File: src/rtl/calc_pkg.sv
// calc_pkg: shared definitions for the calculator datapath.
//   WIDTH        operand width of the arithmetic paths
//   CMD_SUB      Command code of the existing subtract operation
//   CMD_DIV      Command code that selects the sequential divider
//   div_state_e  divider controller states
package calc_pkg;

  localparam int WIDTH = 16;

  localparam logic [3:0] CMD_SUB = 4'd3;
  localparam logic [3:0] CMD_DIV = 4'd4;

  typedef enum logic [1:0] {
    IDLE = 2'd0,
    RUN  = 2'd1,
    DONE = 2'd2
  } div_state_e;

endpackage

File: src/rtl/div_step.sv
// div_step: one iteration of restoring division (purely combinational).
//   rem_in        partial remainder before this iteration
//   dividend_bit  next dividend bit shifted into the remainder
//   divisor       divisor
//   rem_out       partial remainder after this iteration
//   quo_bit       quotient bit produced by this iteration
module div_step
  import calc_pkg::*;
(
  input  logic [WIDTH-1:0] rem_in,
  input  logic             dividend_bit,
  input  logic [WIDTH-1:0] divisor,
  output logic [WIDTH-1:0] rem_out,
  output logic             quo_bit
);

  logic [WIDTH-1:0] shifted;
  logic [WIDTH:0]   trial;
  logic             unused_rem_msb;

  // The remainder before the k-th shift is below 2^(k-1), so its MSB is
  // always zero on entry and dropping it in the shift loses nothing.
  assign unused_rem_msb = rem_in[WIDTH-1];
  assign shifted        = {rem_in[WIDTH-2:0], dividend_bit};

  // Subtract as invert-plus-carry-in on a 17-bit word; bit 16 set means
  // the result went negative (borrow), so the old value is restored.
  assign trial   = {1'b0, shifted} + {1'b1, ~divisor} + {{WIDTH{1'b0}}, 1'b1};
  assign quo_bit = ~trial[WIDTH];
  assign rem_out = quo_bit ? trial[WIDTH-1:0] : shifted;

endmodule

File: src/rtl/div_unit.sv
// div_unit: sequential 16-bit unsigned restoring divider.
//   clk, rst_n  clock and asynchronous active-low reset
//   start       request, honoured in IDLE when Command == CMD_DIV
//   Command     operation code
//   inputP      dividend
//   inputQ      divisor
//   busy        high while iterating
//   done        one-cycle pulse when S/E have been updated
//   S           {remainder, quotient}
//   E           divide-by-zero flag of the last accepted operation
module div_unit
  import calc_pkg::*;
(
  input  logic               clk,
  input  logic               rst_n,
  input  logic               start,
  input  logic [3:0]         Command,
  input  logic [WIDTH-1:0]   inputP,
  input  logic [WIDTH-1:0]   inputQ,
  output logic               busy,
  output logic               done,
  output logic [2*WIDTH-1:0] S,
  output logic               E
);

  div_state_e         state_q, state_d;
  logic [3:0]         count_q, count_d;
  logic [WIDTH-1:0]   rem_q, rem_d;
  logic [WIDTH-1:0]   quo_q, quo_d;
  logic [WIDTH-1:0]   dvsr_q, dvsr_d;
  logic [2*WIDTH-1:0] s_q, s_d;
  logic               e_q, e_d;
  logic               busy_q, busy_d;
  logic               done_q, done_d;

  logic [WIDTH-1:0]   step_rem;
  logic               step_bit;

  // quo_q doubles as the dividend shift register: its MSB feeds the
  // iteration while quotient bits enter from the bottom.
  div_step u_step (
    .rem_in       (rem_q),
    .dividend_bit (quo_q[WIDTH-1]),
    .divisor      (dvsr_q),
    .rem_out      (step_rem),
    .quo_bit      (step_bit)
  );

  always_comb begin
    state_d = state_q;
    count_d = count_q;
    rem_d   = rem_q;
    quo_d   = quo_q;
    dvsr_d  = dvsr_q;
    s_d     = s_q;
    e_d     = e_q;
    busy_d  = busy_q;
    done_d  = 1'b0;

    case (state_q)
      IDLE: begin
        if (start && (Command == CMD_DIV)) begin
          if (inputQ == '0) begin
            // Divide by zero completes at once: remainder = dividend,
            // quotient saturates to all ones.
            s_d     = {inputP, {WIDTH{1'b1}}};
            e_d     = 1'b1;
            done_d  = 1'b1;
            state_d = DONE;
          end else begin
            quo_d   = inputP;
            dvsr_d  = inputQ;
            rem_d   = '0;
            count_d = '0;
            busy_d  = 1'b1;
            state_d = RUN;
          end
        end
      end

      RUN: begin
        rem_d   = step_rem;
        quo_d   = {quo_q[WIDTH-2:0], step_bit};
        count_d = count_q + 4'd1;
        if (count_q == 4'(WIDTH - 1)) begin
          s_d     = {step_rem, quo_q[WIDTH-2:0], step_bit};
          e_d     = 1'b0;
          busy_d  = 1'b0;
          done_d  = 1'b1;
          state_d = DONE;
        end
      end

      DONE: begin
        state_d = IDLE;
      end

      default: begin
        state_d = IDLE;
      end
    endcase
  end

  always_ff @(posedge clk or negedge rst_n) begin
    if (!rst_n) begin
      state_q <= IDLE;
      count_q <= '0;
      rem_q   <= '0;
      quo_q   <= '0;
      dvsr_q  <= '0;
      s_q     <= '0;
      e_q     <= 1'b0;
      busy_q  <= 1'b0;
      done_q  <= 1'b0;
    end else begin
      state_q <= state_d;
      count_q <= count_d;
      rem_q   <= rem_d;
      quo_q   <= quo_d;
      dvsr_q  <= dvsr_d;
      s_q     <= s_d;
      e_q     <= e_d;
      busy_q  <= busy_d;
      done_q  <= done_d;
    end
  end

  assign busy = busy_q;
  assign done = done_q;
  assign S    = s_q;
  assign E    = e_q;

endmodule

File: config.mk
export PLATFORM = sky130hd
export DESIGN_NAME = div_unit
export DESIGN_NICKNAME = d
export VERILOG_FILES = /design/src/rtl/calc_pkg.sv /design/src/rtl/div_step.sv /design/src/rtl/div_unit.sv
export SDC_FILE = /design/constraint.sdc
export NUM_CORES = 1
export LEC_CHECK = 0
export CORE_ASPECT_RATIO = 1.75
export CORE_MARGIN = 2
export CORE_UTILIZATION = 40
export CTS_BUF_LIST = sky130_fd_sc_hd__clkbuf_8
export CTS_CLUSTER_DIAMETER = 40
export DETAILED_ROUTE_END_ITERATION = 10
export HOLD_SLACK_MARGIN = 0.12
export PLACE_DENSITY = 0.63
export SLEW_MARGIN = 20
export SYNTH_ARGS = -nofsm -noshare
export SYNTH_HDL_FRONTEND = slang
export SYNTH_HIERARCHICAL = 1
export SYNTH_SLANG_ARGS = --single-unit
File: constraint.sdc
create_clock -name clk -period 3.2 [get_ports clk]
set_clock_uncertainty 0.2 [all_clocks]
set_input_delay 0.64 -clock clk [delete_from_list [all_inputs] [get_ports clk]]
set_output_delay 0.64 -clock clk [all_outputs]
set_load 0.005 [all_outputs]
==> reports/qor.yml <==
drv_cap: 0
final_util_pct: 49.69
grt_pass1_wl_mm: 18.43
rsz0062_at_grt: "no"
vias: 3794
synthCells: 485
core_area_um2: 11870
diodes: 0
dp_hpwl_mm: 8.259
worstSetupStartpointType: "register"
hold_slack_ns: 0.08393
via_per_inst: 5.443
tightest_slew_ns: 0.8760
path_buf_inv: 1
end_kind: "register"
finalHoldViolCount: 0
drc: 0
num-nets-final: 612
cts-buffers-inserted: 9
final_max_slew_viol_count: 0
dieArea_um2: 12930
num_rows: 53
worstPathArrival_ns: 3.18
multiInputGateArea_um2: 2395
cp_max_fo: 5
root_buffer: "clkbuf_8"
io_buffers: 73
layout_common_cells: "dfrtp_1, clkdlybuf4s50_1, nor2_1"
synth_area_um2: 4801
drive_gt1_share_pct: 13.39
path_class: "reg2reg"
fin_tns_setup_ns: 0
crit_family: "compound AO/OA/AOI/OAI gates"
hold_class: "in2async"
clkSinkCount: 88
grt_use_total_pct: 18.10
crit_chain: "inv_1 > ha_1 > fa_1 > nand2b_1 > a21oi_2 > o211ai_2 > a21oi_4 > o32a_2 > mux2_4 > a22o_1"
cp.required_ns: 3.25
die_h_um: 148.9
place_inst: 678
path_clk_slew_ns: 0.10
avgSynthCellArea_um2: 9.899
wl_per_cell_um: 16.30
die_w_um: 86.82
gp_congestion: 0.8031
finalCritPeriodShare_pct: 97.78
leakagePower_nw: 2.604
ctsHoldBuffers: 0
areaGrowthSynthToFinish_pct: 22.86
regArea_um2: 2202
cp_slowest_cell: "dfrtp_1"
ant_nets: 0
power_mw: 6.522
cts_buffer_depth: 2
grt_antenna_before_repair: 0
fin_crit_ns: 3.129
max_stage_delay_ns: 0.43
pwr_density_cell_nw_per_um2: 1106
first_pass_iters: 4
grt_max_degree: 55
setup_ws_ns: 0.07097
wl_mm: 11.36
placed_area_um2: 5634
grt_pass1_vias: 3731
io_pins: 74
ir_drop_v: 0.0004510
nFillCells: 1086
setup_viol: 0
cts_tree: "done"
outcome: "finished clean"
finalInstanceArea_um2: 5898
max_freq_mhz: 319.6
synthesis.nets: 542
htreeDepth: 3
ys_warn_count: 6
place_ws_ns: 0.001301
start_util_pct: 40.44
maxSlewHeadroom_pct: 40.98
stdcell_count: 697
overflow: 0
clk_latency_ns: 0.37
drt_iter0_drc: 184
layout_commonest_cell: "dfrtp_1"
## path summary, 6_finish.rpt
path	cells after the start	start	to	slack, ns
max reg2reg	10	quo_q[15]	rem_q[4]	0.07
min reg2reg	1	count_q[3]	count_q[3]	0.31
min in group clk	1	count_q[3]	count_q[3]	0.31
max	10	quo_q[15]	rem_q[4]	0.07
max in group asynchronous	2	rst_n	rem_q[5]	1.97
min	1	rst_n	S[2]	0.08
## layer usage
| metal | share of wire, % | routed length [µm] | vias to the layer above | track usage (%) |
|---|---|---|---|---|
| met4 | 1.7 | 197 | 0 | 7.578 |
| met3 | 2.7 | 305 | 14 | 1.937 |
| li1 | - | - | 1855 | - |
| met5 | 0 | 0 | - | 0 |
| met1 | 42 | 4779 | 1849 | 21.44 |
| met2 | 54 | 6080 | 76 | 32.48 |
## flip-flops by register name, indices dropped and copies added, names as in the netlist
name / count
state_q: 2
done: 1
S: 32
busy: 1
count_q: 4
rem_q: 15
E: 1
dvsr_q: 16
quo_q: 16
## final cells by class
cell class | instances | area share (%)
multi-input cells | 350 | 40.60
flip-flops and latches | 88 | 37.34
repair buffers | 83 | 14.11
well taps | 137 | 2.906
clock buffers | 10 | 2.333
inverters | 23 | 1.464
clock inverters | 6 | 1.252
## what timing repair did
item | CTS | global route
setup buffers | 0 | 0
resized for setup | 0 | 2
pin swaps | 1 | 2
gates cloned | 1 | 1
setup endpoints to repair | 10 | 26
## where the power goes
group          internal [mW]  switching (mW)
clock                  0.394           0.437
sequential              1.61           0.349
combinational           1.90            1.84
Note: power is estimated with default switching activity, not from simulation.
